===== src/rtl/program_loader_pkg.sv =====
// Shared definitions for the program loader: state encodings, default sizing
// and the word returned whenever no valid instruction is being served.
package program_loader_pkg;

    typedef enum logic [1:0] {
        ST_IDLE   = 2'd0,
        ST_LOADED = 2'd1,
        ST_RUN    = 2'd2,
        ST_HALT   = 2'd3
    } state_t;

    localparam int unsigned DEPTH_DEFAULT  = 12;
    localparam int unsigned INSN_W_DEFAULT = 32;
    localparam logic [INSN_W_DEFAULT-1:0] NOP_INSN_DEFAULT = 32'h0000_0000;

    // Address width needed to index a store of the given depth (at least 1 bit).
    function automatic int unsigned addr_width(input int unsigned depth);
        return (depth > 1) ? $clog2(depth) : 1;
    endfunction

endpackage : program_loader_pkg


===== src/rtl/program_loader_insn_store.sv =====
// Instruction storage: DEPTH x INSN_W register array, one synchronous write
// port and one combinational read port. Contents are deliberately not reset.
module program_loader_insn_store
    import program_loader_pkg::*;
#(
    parameter int unsigned DEPTH  = DEPTH_DEFAULT,
    parameter int unsigned INSN_W = INSN_W_DEFAULT,
    parameter int unsigned AW     = addr_width(DEPTH)
) (
    input  logic              clk,
    input  logic              wr_en,
    input  logic [AW-1:0]     wr_addr,
    input  logic [INSN_W-1:0] wr_data,
    input  logic [AW-1:0]     rd_addr,
    output logic [INSN_W-1:0] rd_data
);

    logic [INSN_W-1:0] mem [DEPTH];

    // Write the addressed slot; addresses beyond DEPTH-1 are dropped.
    always_ff @(posedge clk) begin
        for (int i = 0; i < DEPTH; i++) begin
            if (wr_en && (wr_addr == AW'(i))) begin
                mem[i] <= wr_data;
            end
        end
    end

    // Zero-latency read mux; unpopulated addresses read as zero rather than X.
    always_comb begin
        rd_data = '0;
        for (int i = 0; i < DEPTH; i++) begin
            if (rd_addr == AW'(i)) begin
                rd_data = mem[i];
            end
        end
    end

endmodule : program_loader_insn_store


===== src/rtl/program_loader.sv =====
// Instruction-side partner of the processor: takes a program over a
// valid/ready load stream, then serves instructions for PC while running.
//
//   state  | meaning
//   -------+-----------------------------------------------------------
//   IDLE   | accepting program words (load_ready while space remains)
//   LOADED | program stored, waiting for start
//   RUN    | serving mem[PC] to the processor, counting cycles
//   HALT   | processor reported done; counters frozen, restartable
module program_loader
    import program_loader_pkg::*;
#(
    parameter int unsigned        DEPTH    = DEPTH_DEFAULT,
    parameter int unsigned        INSN_W   = INSN_W_DEFAULT,
    parameter logic [INSN_W-1:0]  NOP_INSN = NOP_INSN_DEFAULT
) (
    input  logic              clk,
    input  logic              rst_n,
    input  logic              load_valid,
    output logic              load_ready,
    input  logic [0:INSN_W-1] load_data,
    input  logic              load_last,
    input  logic              start,
    input  logic              clear,
    input  logic [7:0]        PC,
    input  logic              done,
    output logic [0:INSN_W-1] instruction,
    output logic [1:0]        state,
    output logic [7:0]        prog_len,
    output logic              overflow,
    output logic              pc_fault,
    output logic [15:0]       cycle_count
);

    localparam int unsigned AW      = addr_width(DEPTH);
    localparam logic [7:0]  DEPTH_8 = 8'(DEPTH);

    state_t state_q;
    state_t state_d;

    logic              accept;
    logic              last_slot;
    logic              pc_in_range;
    logic              run_entry;
    logic [INSN_W-1:0] rd_data;

    assign load_ready  = (state_q == ST_IDLE) && (prog_len < DEPTH_8);
    assign accept      = load_valid && load_ready;
    assign last_slot   = (prog_len == (DEPTH_8 - 8'd1));
    assign pc_in_range = (PC < prog_len);
    assign run_entry   = (state_d == ST_RUN) && (state_q != ST_RUN);
    assign state       = state_q;

    program_loader_insn_store #(
        .DEPTH  (DEPTH),
        .INSN_W (INSN_W),
        .AW     (AW)
    ) u_store (
        .clk     (clk),
        .wr_en   (accept),
        .wr_addr (prog_len[AW-1:0]),
        .wr_data (load_data),
        .rd_addr (PC[AW-1:0]),
        .rd_data (rd_data)
    );

    // State register.
    always_ff @(posedge clk or negedge rst_n) begin
        if (!rst_n) begin
            state_q <= ST_IDLE;
        end else begin
            state_q <= state_d;
        end
    end

    // Next-state logic: clear beats everything, done beats start in RUN.
    always_comb begin
        state_d = state_q;
        if (clear) begin
            state_d = ST_IDLE;
        end else begin
            unique case (state_q)
                ST_IDLE: begin
                    // Last word, or the store just filled up without one.
                    if (accept && (load_last || last_slot)) begin
                        state_d = ST_LOADED;
                    end
                end
                ST_LOADED: begin
                    if (start) begin
                        state_d = ST_RUN;
                    end
                end
                ST_RUN: begin
                    if (done) begin
                        state_d = ST_HALT;
                    end
                end
                ST_HALT: begin
                    if (start) begin
                        state_d = ST_RUN;
                    end
                end
                default: state_d = ST_IDLE;
            endcase
        end
    end

    // Program length and overflow flag, both reset by clear.
    always_ff @(posedge clk or negedge rst_n) begin
        if (!rst_n) begin
            prog_len <= 8'd0;
            overflow <= 1'b0;
        end else if (clear) begin
            prog_len <= 8'd0;
            overflow <= 1'b0;
        end else if (accept) begin
            prog_len <= prog_len + 8'd1;
            // Store filled with no last marker: program did not fit.
            if (last_slot && !load_last) begin
                overflow <= 1'b1;
            end
        end
    end

    // Run statistics: cleared on entry to RUN, frozen outside it.
    always_ff @(posedge clk or negedge rst_n) begin
        if (!rst_n) begin
            cycle_count <= 16'd0;
            pc_fault    <= 1'b0;
        end else if (clear || run_entry) begin
            cycle_count <= 16'd0;
            pc_fault    <= 1'b0;
        end else if (state_q == ST_RUN) begin
            if (!pc_in_range) begin
                pc_fault <= 1'b1;
            end
            // The halting cycle is not counted.
            if (!done && (cycle_count != 16'hFFFF)) begin
                cycle_count <= cycle_count + 16'd1;
            end
        end
    end

    // Serve the stored word only for in-range fetches while running.
    always_comb begin
        instruction = NOP_INSN;
        if ((state_q == ST_RUN) && pc_in_range) begin
            instruction = rd_data;
        end
    end

endmodule : program_loader


===== config.mk =====
export PLATFORM = sky130hd
export DESIGN_NAME = program_loader
export DESIGN_NICKNAME = d
export VERILOG_FILES = /design/src/rtl/program_loader_pkg.sv /design/src/rtl/program_loader_insn_store.sv /design/src/rtl/program_loader.sv
export SDC_FILE = /design/constraint.sdc
export NUM_CORES = 1
export LEC_CHECK = 0
export BUFFER_PORTS_ARGS = -buffer_cell sky130_fd_sc_hd__buf_2
export CAP_MARGIN = 5
export CORE_ASPECT_RATIO = 1.75
export CORE_MARGIN = 8
export CORE_UTILIZATION = 30
export CTS_CLUSTER_SIZE = 25
export DETAILED_ROUTE_END_ITERATION = 6
export MAX_ROUTING_LAYER = met4
export PLACE_DENSITY = 0.5
export SLEW_MARGIN = 30
export SYNTH_ARGS = -nofsm -noshare
export SYNTH_HDL_FRONTEND = slang
export SYNTH_HIERARCHICAL = 1
export SYNTH_SLANG_ARGS = --single-unit

===== constraint.sdc =====
create_clock -name clk -period 8 [get_ports clk]
set_clock_uncertainty 0.2 [all_clocks]
set_input_delay 0.8 -clock clk [delete_from_list [all_inputs] [get_ports clk]]
set_output_delay 0.8 -clock clk [all_outputs]
set_load 0.02 [all_outputs]

# Word level (Yosys, flattened, before mapping)
# Memories as Yosys holds them, arrays and structs flattened.
# Index checks and enable logic that the tools add are counted.
# totals
register_bits,28
latch_bits,0
ram_bits,384
romBits,0
inputBits,47
word_cells,171
memories,1
# op_classes
add_sub_neg,2
n_mul,0
div,0
magnitude_cmp,2
eq_ne,30
shifts,0
mux,86
bitwise_logic,0
n_reduce_logical,45
# mem_list
name,words,width,rd,rd_clocked_by_memory_dff,wr,line_no,source
u_store.mem,12,32,12,0,1,program_loader_insn_store.sv:18,logic [INSN_W-1:0] mem [DEPTH];
# op_table
op,count
$mux 32,24
$reduce_or 32->1,11
$mux 16,3
$mux 4,11
$mux 1,41
$eq 4x3->1 const B,8
$eq 4x4->1 const B,8
$logic_and 1x1->1,19
$add 16x1->16 const B,1
$eq 4x2->1 const B,4
$mux 8,2
$ne 16x16->1 const B,1
$add 8x1->8 const B,1
$eq 4x1->1 const B,2
$eq 8x4->1 const B,1
$logic_not 4->1,2
$lt 8x4->1 const B,1
$lt 8x8->1,1
$mux 2,4
$reduce_bool 2->1,4
$eq 2x2->1 const B,3
$pmux 2 s3,1
$reduce_and 2->1,3
$eq 2x1->1 const B,1
other kinds (6),8

# Longest topological paths before layout
# Gate-level depths: netlist (run 1).
# logic_depth
depth_word,18
ltp_mapped,10
depth_no_buf,6

# Cells and area by module
# Netlist (run 1), hierarchy kept.
# by_module_without_submodules
module,instances,cells_each,area_per_inst_um2
program_loader_insn_store,1,944,15422.3
program_loader,1,198,1755.4

# Worst setup path before layout (run 1)
# Ideal clock, no wire load.
# synth_path
path_kind,reg2reg
startpoint,reg prog_len[6]
endpoint,"mem u_store/mem[0][0] (netlist name), enable pin"
arrival_ns,4.103
slack_ns,3.236
path_stages_with_launch,6
n_path_buf,1
synth_period_minus_slack_ns,4.764
path_cell_list,dfrtp_1 > or4_4 > and4b_1 > buf_6 > or3b_2 > nor3_1
# synth_between
elab_chain_len,18
# synth_rtl
element,line_no,source
start: declaration,program_loader.sv:29,"output logic [7:0] prog_len,"
start signal: assignment,program_loader.sv:118,prog_len <= prog_len + 8'd1;
$lt 8x4->1 (*),program_loader.sv:47,assign load_ready = (state_q == ST_IDLE) && (prog_len < DEPTH_8);
$logic_and 1x1->1 (*),program_loader.sv:47,
$logic_and 1x1->1 (*),program_loader.sv:48,assign accept = load_valid && load_ready;
net accept,program_loader.sv:41,logic accept;
$logic_and 1x1->1,program_loader_insn_store.sv:23,if (wr_en && (wr_addr == AW'(i))) begin
$mux 1,program_loader_insn_store.sv:23,
$mux 1 (implied by the code),program_loader_insn_store.sv:24,mem[i] <= wr_data;
$reduce_or 32->1 (no source line),n/a,
$mux 4 (no source line) or $mux 1 (tied branches) (11 in series),n/a,
end: declaration,program_loader_insn_store.sv:18,
# Mark *: on every way through the listed nets, which the timed path passes. The rest lies on a longest branch.

# Final worst setup path (run 1)
# layout_path
startpoint,in PC[0]
endpoint,out instruction[23] (netlist name)
# layout_between
elab_chain_len,14
# layout_rtl
element,line_no,source
start: declaration,program_loader.sv:25,"input logic [7:0] PC,"
$logic_not 4->1,program_loader_insn_store.sv:33,if (rd_addr == AW'(i)) begin
$mux 32 (11 in series),program_loader_insn_store.sv:33,
$mux 32 (*),program_loader_insn_store.sv:33,
net rd_data[8],program_loader.sv:45,logic [INSN_W-1:0] rd_data;
$mux 32 (*),program_loader.sv:148,if ((state_q == ST_RUN) && pc_in_range) begin
end: declaration,program_loader.sv:27,"output logic [0:INSN_W-1] instruction,"
# Marks and branches as above.

==> summary.txt, run 1 <==
Hold path
  – Hold WC Path Type: input pin to asynchronous set/reset pin

Clock tree
  – Post-CTS sizing: 0
  – CTS Buffer Depth: 3
  – CTS Hold Bufs: 0
  – H-tree Lvls: 2
  – Total CTS buffers: 42
  – Clk root buf: clkbuf_16
  – Setup repair bufs after CTS: 0
  – Worst-path clk slew: 0.06 ns
  – Clock Latency Late Sink: approximately 0.53 ns
  – CTS tree: done
  – Sink Count: roughly 400

Logic synthesis
  – Cells after Synth: roughly 1.1k
  – Mapped Area: 0.0172 mm²
  – Post-synth EDFFs: 384
  – Avg Synthesized Cell Area: ~15 µm²
  – Complex-gate fraction of the synthesized area: 10.1%
  – Post-synthesis mux area share: 6.73%
  – Syn Nets: 1198
  – Post-synthesis simple-gate area fraction: 7.93%
  – #FFs+latches synth: 412
  – Synth Warn #: 6
  – Largest family of logic cells by synthesized area: compound AO/OA/AOI/OAI gates
  – Yosys cell types: around 70
  – Post-synth top flop: edfxtp_1
  – Post-synthesis sequential area ratio: 71.2%
  – Async SR Flop Fraction: 6.80%
  – Adder-cell share of the synthesized area: less than 1%
  – Synth Area in XOR/XNOR: less than 1%

Pwr
  – Power Density: around 230 mW/mm²
  – Design Power: 0.00468 W
  – VDD IR max: roughly 150 µV
  – Leak: 6.91 nW

STA
  – # setup viols final: 0
  – Period minus WS final: 5.08 ns
  – Final hold violation count: 0
  – Slew headroom: roughly a third
  – Period utilization: 63.4%
  – Highest clock rate: 0.197 GHz
  – Slew @ Worst Pin: 0.986 ns
  – RSZ-0062 raised after global routing: false
  – Fin Setup TNS: 0 ns
  – Final slew viol count: 0

Global route
  – Gr ovfl total: 0
  – Vias in the first global route: 10.8k
  – Pin count of the biggest net entering global routing: 79
  – First-pass GRT wire length: a little under 70 mm
  – Antenna violations before repair: 9
  – GR Util All Layers: 14.3%

Critical path
  – CP peak stage delay: 0.72 ns
  – Crit path cell chain: buf_6, buf_4, buf_4, mux2_2, nand2_1, o31ai_1, and3b_1, a211o_1, and2_1, buf_2
  – Most used cell, CP: buf_4
  – Reg-to-reg slack, setup: 4.64 ns
  – Buf/Inv on CP: 4
  – Top cell family by delay on the critical path: buffers and inverters
  – WP data required: 7.00 ns
  – Crit. End Element: output pin
  – Reg-to-reg endpoint: u_store/mem[0][52]
  – Worst r2r src: prog_len[6]
  – CP max FO: 78
  – Critical path startpoint category: input pin
  – Critical Path AT: 4.08 ns
  – Crit path kind: input pin to output pin
  – R2R depth: 5
  – CP max-delay cell: buf_4

Floorplanning
  – Ports: 108
  – DIE AREA: 0.0655 mm²
  – Die Wd: 197 µm
  – Chip Height: 333 µm
  – Initial Util: 30.2%
  – FP Rows: 116
  – Core area: 0.0569 mm²

Layout
  – Share of layout cells above drive strength 1: around a fifth
  – Fillers: 5554
  – Synthesis-to-layout area growth: 16.0%
  – Nets@finish: 1302

Placement
  – Hpwl dp: between 20 and 30 mm
  – I/O Buffers: 107
  – Routability Congestion: 0.853

Detailed routing
  – ANT nets after route: 0
  – Wire length per cell: between 20 and 25 µm
  – Initial DRC Count: 529
  – TritonRoute pass-1 iters: 7
  – Residual DRC: 0
  – WL final: roughly 46 mm
  – Mean number of vias per cell: ~4.9
  – Via count: 10.1k

Run
  – Max cap viols: 0

Outcome
  – Outcome: finished clean
## worst reg2reg max path: stages, from the launching register on
cell     delay, ns
dfrtp_1       0.40
or4_4         0.56
and4b_1       0.53
or3b_2        0.62
nor2_4        0.13
buf_4         0.54
## metrics by stage
step | cell area [µm²] | hold slack [ns] | utilization, % | cells | setup slack (ns)
after global routing | 19900 | 0.133 | 35.0 | 2049 | 2.66
after floorplan | 17200 | 0.304 | - | 1142 | 3.24
after global placement | 18500 | 0.289 | 32.6 | 1967 | 2.86
final | 19900 | 0.101 | 35.0 | 2050 | 2.92
after detailed placement | 18600 | 0.313 | 32.6 | 1969 | 2.85
after CTS | 19900 | 0.0918 | 35.0 | 2041 | 2.84
## worst max path at each step
stage,start,endpoint,cells past startpoint
global route,PC[0],instruction[14],10
detailed placement,PC[0],instruction[23],10
global placement,PC[0],instruction[19],10
floorplan,prog_len[6],u_store/mem[0][0],5
finish,PC[0],instruction[23],10
CTS,PC[0],instruction[23],10
## per-layer routing
layer  wire length (µm)  vias up  part of all wire, %  global-route usage [%]
li1                   -     4656                    -                       -
met1              18400     5147                   40                    15.8
met2              24800      218                   54                    25.9
met3               2150       70                  4.6                    2.78
met4                979        0                  2.1                    3.95
met5                  0        -                    0                       -
## cell families (layout without fill, tap and decap cells)
family | Yosys count | count (layout)
flops | 412 | 412
compound gates | 267 | 267
simple gates | 265 | 265
mux | 91 | 91
buf+inv | 88 | 220
xor+xnor | 10 | 10
fa+ha+maj | 9 | 9
other cells | 0 | 9
## report_power, final
part	total, W	internal (W)	switching, W
clock network	0.00194	0.00115	0.000793
registers	0.00242	0.00241	0.0000161
logic	0.000309	0.0000986	0.000211
## sequential cells by signal (all words and copies together), names as in the netlist
signal,count
u_store/mem,384
cycle_count,16
prog_len,8
state,2
overflow,1
pc_fault,1
## cell usage in the layout (no fill, tap or decap), drive strengths merged, types with 11 or more instances in the layout
master    n
a211o    17
a211oi   17
a21oi    45
a22oi    21
and2     33
and3b    16
buf     132
clkbuf   55
clkinv   11
dfrtp    28
edfxtp  384
inv      17
mux2     16
mux2i    57
mux4     18
nand2    49
nand3    11
nor2     83
nor3     25
o21ai    87
o22ai    18
o31ai    15
## Yosys cell counts, types with 9 or more instances
master	n	area share [%]
dfrtp_1	28	4.1
and2_1	33	1.2
nor2b_1	9	0.33
a22oi_1	21	0.92
o211ai_1	10	0.44
o31ai_1	15	0.66
inv_1	16	0.35
o22ai_1	18	0.66
o21ai_0	81	2.4
a211oi_1	17	0.74
buf_2	24	0.70
ha_1	9	0.66
nor3_1	25	0.73
mux4_2	18	2.4
nand2_1	48	1.0
and3b_1	16	0.82
buf_4	14	0.61
edfxtp_1	384	67
mux2_2	16	1.0
a21oi_1	45	1.3
a211o_1	17	0.87
mux2i_1	57	3.3
nand3_1	11	0.32
clkbuf_1	23	0.50
nor2_1	82	1.8
## cell type report
cell class / instances / area [µm²] / area share, %
diodes: 9 / 22.5 / 0.113
clock buffers: 55 / 1130 / 5.68
clock inverters: 17 / 206 / 1.04
inverters: 16 / 60.1 / 0.302
multi-input cells: 642 / 4560 / 22.9
flip-flops and latches: 412 / 12200 / 61.4
well taps: 767 / 960 / 4.82
repair buffers: 132 / 747 / 3.75
Power figures use the tool's default switching activity.
==> run 2: changes to the inputs <==
--- a/config.mk
+++ b/config.mk
@@ -5,6 +5,7 @@
 export SDC_FILE = /design/constraint.sdc
 export NUM_CORES = 1
 export LEC_CHECK = 0
+export ABC_AREA = 1
 export BUFFER_PORTS_ARGS = -buffer_cell sky130_fd_sc_hd__buf_2
 export CAP_MARGIN = 5
 export CORE_ASPECT_RATIO = 1.75
==> constraint.sdc (replaced) <==
create_clock -name clk -period 5.3 [get_ports clk]
set_clock_uncertainty 0.2 [all_clocks]
set_input_delay 0.53 -clock clk [delete_from_list [all_inputs] [get_ports clk]]
set_output_delay 0.53 -clock clk [all_outputs]
set_load 0.02 [all_outputs]
==> run 2 against run 1 <==
Core utilization is 0.81 points higher. Critical path depth is 2 higher. First-iteration DRC count is 39% higher. Clock power is 50% higher. Power is 50% higher. Wire length is 0.18% lower. Global-route usage is 0.14 points higher. Non-clock buffer count is 11 higher. Critical endpoint is now instruction[26].
==> summary.txt, run 2 <==
STA
  – Final hold violation count: 0 (unchanged)
  – Period minus WS final: 3.67 ns
  – Final slew viol count: 0 (unchanged)
  – Fin Setup TNS: 0 ns (unchanged)
  – Period utilization: 69.3%
  – Slew @ Worst Pin: 0.988 ns (+0.00160 ns)
  – RSZ-0062 raised after global routing: false
  – Slew headroom: 34.0% (-0.26 points)
  – Highest clock rate: 0.272 GHz
  – # setup viols final: 0 (unchanged)

Clock tree
  – Worst-path clk slew: 0.06 ns (about the same)
  – Sink Count: 412 (unchanged)
  – Post-CTS sizing: 0 (unchanged)
  – CTS Buffer Depth: 3 (unchanged)
  – CTS tree: done
  – Clk root buf: clkbuf_16
  – Total CTS buffers: 40 (-4.8%)
  – Clock Latency Late Sink: 0.53 ns (about the same)
  – H-tree Lvls: 2 (unchanged)

Critical path
  – CP max-delay cell: inv_2
  – Crit. End Element: output pin
  – Crit path cell chain: buf_2, nor2_2, buf_4, nand2_1, inv_2, nand2_1, nand4_1, nor2_1, nand3_1, inv_1, nor2_1, buf_2
  – WP data required: 4.57 ns (-2.43 ns)
  – CP max FO: 33 (-58%)
  – Crit path kind: input pin to output pin
  – Critical Path AT: 2.94 ns (-1.14 ns)
  – CP peak stage delay: 0.67 ns (-0.05 ns)
  – Critical path startpoint category: input pin

Run
  – Max cap viols: 0 (unchanged)

Logic synthesis
  – Mapped Area: 0.0171 mm² (-0.63%)
  – Post-synth top flop: edfxtp_1
  – Synth Warn #: 6 (unchanged)
  – Largest cells by area after synthesis: edfxtp_1 68%, nand2_1 8.2%, nand3_1 4.9%
  – Cells after Synth: 1501 (+31%)
  – Post-synthesis sequential area ratio: 71.7% (+0.45 points)
  – Post-synth EDFFs: 384 (unchanged)
  – Yosys cell types: 34 (-50%)
  – Top cell type by total area after synthesis: edfxtp_1
  – Count leader, synth: edfxtp_1
  – Avg Synthesized Cell Area: 11.4 µm² (-24%)
  – #FFs+latches synth: 412 (unchanged)
  – Area fraction of the dominant cell type after synthesis: 67.6% (+0.42 points)
  – Syn Nets: 1557 (+30%)
  – Async SR Flop Fraction: 6.80% (unchanged)
  – Synth top cells by count: 384 x edfxtp_1, 371 x nand2_1, 173 x nor2_1

Layout
  – Most frequent cells in the layout: 384 x edfxtp_1, 371 x nand2_1, 165 x nand3_1, 155 x nor2_1, 145 x inv_1
  – Synthesis-to-layout area growth: 18.1%
  – Nets@finish: 1688 (+30%)
  – Share of layout cells above drive strength 1: 16.4% (-3.1 points)
  – Most common cell after layout, fill and taps aside: edfxtp_1
  – Max reg flops: 384 (unchanged)
  – Regs by FF count: u_store/mem: 384 flops, cycle_count: 16 flops, prog_len: 8 flops
  – Top reg by flops: u_store/mem

Global route
  – First-pass GRT wire length: 69.3 mm (+0.63%)
  – Gr ovfl total: 0 (unchanged)
  – Antenna violations before repair: 3 (-6)
  – GR Util All Layers: 14.5% (+0.14 points)
  – Pin count of the biggest net entering global routing: 39 (-51%)
  – Vias in the first global route: 11.3k (+4.7%)

Pwr
  – Power Density: 349 mW/mm² (+49%)
  – VDD IR max: 264 µV (+72%)
  – Design Power: 0.00703 W (+50%)
  – Leak: 7.56 nW (+9.3%)

Detailed routing
  – Initial DRC Count: 734 (+39%)
  – Mean number of vias per cell: 4.57 (-7.1%)
  – WL final: 46.2 mm (-0.18%)
  – Wire length per cell: 19.0 µm (-16%)
  – ANT nets after route: 0 (unchanged)
  – Via count: 11.1k (+9.9%)
  – Residual DRC: 0 (unchanged)
  – TritonRoute pass-1 iters: 5 (-2)

Placement
  – Routability Congestion: 0.876 (+2.7%)
  – I/O Buffers: 107 (unchanged)
  – Hpwl dp: 29.2 mm (+6.5%)

Floorplanning
  – Chip Height: 332 µm (-0.30%)
  – DIE AREA: 0.0651 mm² (-0.59%)
  – Initial Util: 30.3% (+0.15 points)
  – Ports: 108 (unchanged)
  – Die Wd: 196 µm (-0.29%)
  – Core area: 0.0563 mm² (-1.1%)
  – FP Rows: 115 (-0.86%)

Hold path
  – Hold WC Path Type: input pin to flop

Outcome
  – Outcome: finished clean
## run 2: where the power goes
part / switching (W) / internal [W] / total (W)
combinational: 0.000322 / 0.000128 / 0.000450
clock: 0.00122 / 0.00169 / 0.00291
sequential: 0.0000311 / 0.00363 / 0.00366
total: 0.00157 / 0.00545 / 0.00703
## run 2: final cells by class
| class | instances | area (µm²) |
|---|---|---|
| Antenna cell | 2 | 5.00 |
| Inverter | 150 | 563 |
| Timing Repair Buffer | 143 | 941 |
| Sequential cell | 412 | 12200 |
| Clock buffer | 50 | 1040 |
| Fill cell | 5527 | 36100 |
| Multi-Input combinational cell | 885 | 4140 |
| Tap cell | 760 | 951 |
| Clock inverter | 23 | 280 |
## run 2: what timing repair did
item,4_1_cts,5_1_grt
setup buffers,0,0
endpoints found under the hold margin,28,0
hold buffers,1,0
## run 2: final timing paths
path	from	to	slack (ns)	cells past startpoint
setup / recovery	PC[1]	instruction[26]	1.63	12
setup reg to reg	prog_len[3]	u_store/mem[2][76]	1.85	6
hold reg to reg	overflow	overflow	0.32	2
max in group asynchronous	rst_n	prog_len[5]	4.08	2
hold / removal	start	state[1]	0.09	3
min in group asynchronous	rst_n	cycle_count[7]	0.38	2
## run 2: worst max-delay path: cells and delay by family
family | cells | cell delay, ns
buffers and inverters | 5 | 1.46
and+or+nand+nor | 7 | 0.94
## run 2: routing by layer
layer	track usage, %	wire (µm)	vias to the layer above
met5	-	0	-
met2	26.5	24700	272
met3	2.21	2120	78
met4	4.40	1200	0
li1	-	-	5339
met1	15.9	18100	5397
## run 2: per-stage QoR
stage | hold slack, ns | utilization, % | instance area, µm² | cells | setup WS [ns]
after floorplan | 0.0344 | - | 17100 | 1501 | 2.06
after global placement | 0.316 | 33.2 | 18700 | 2343 | 1.54
after detailed placement | 0.319 | 33.4 | 18800 | 2349 | 1.54
after CTS | 0.0567 | 35.8 | 20100 | 2423 | 1.53
after global routing | 0.0843 | 35.8 | 20200 | 2425 | 1.39
final | 0.0852 | 35.8 | 20200 | 2425 | 1.63
## run 2: kinds of logic after synthesis
family | count (synthesis) | synth area share, %
buf+inv | 204 | 4.82
simple gates | 807 | 20.4
xor+xnor | 6 | 0.308
compound gates | 63 | 2.12
flops | 412 | 71.7
fa+ha+maj | 9 | 0.660
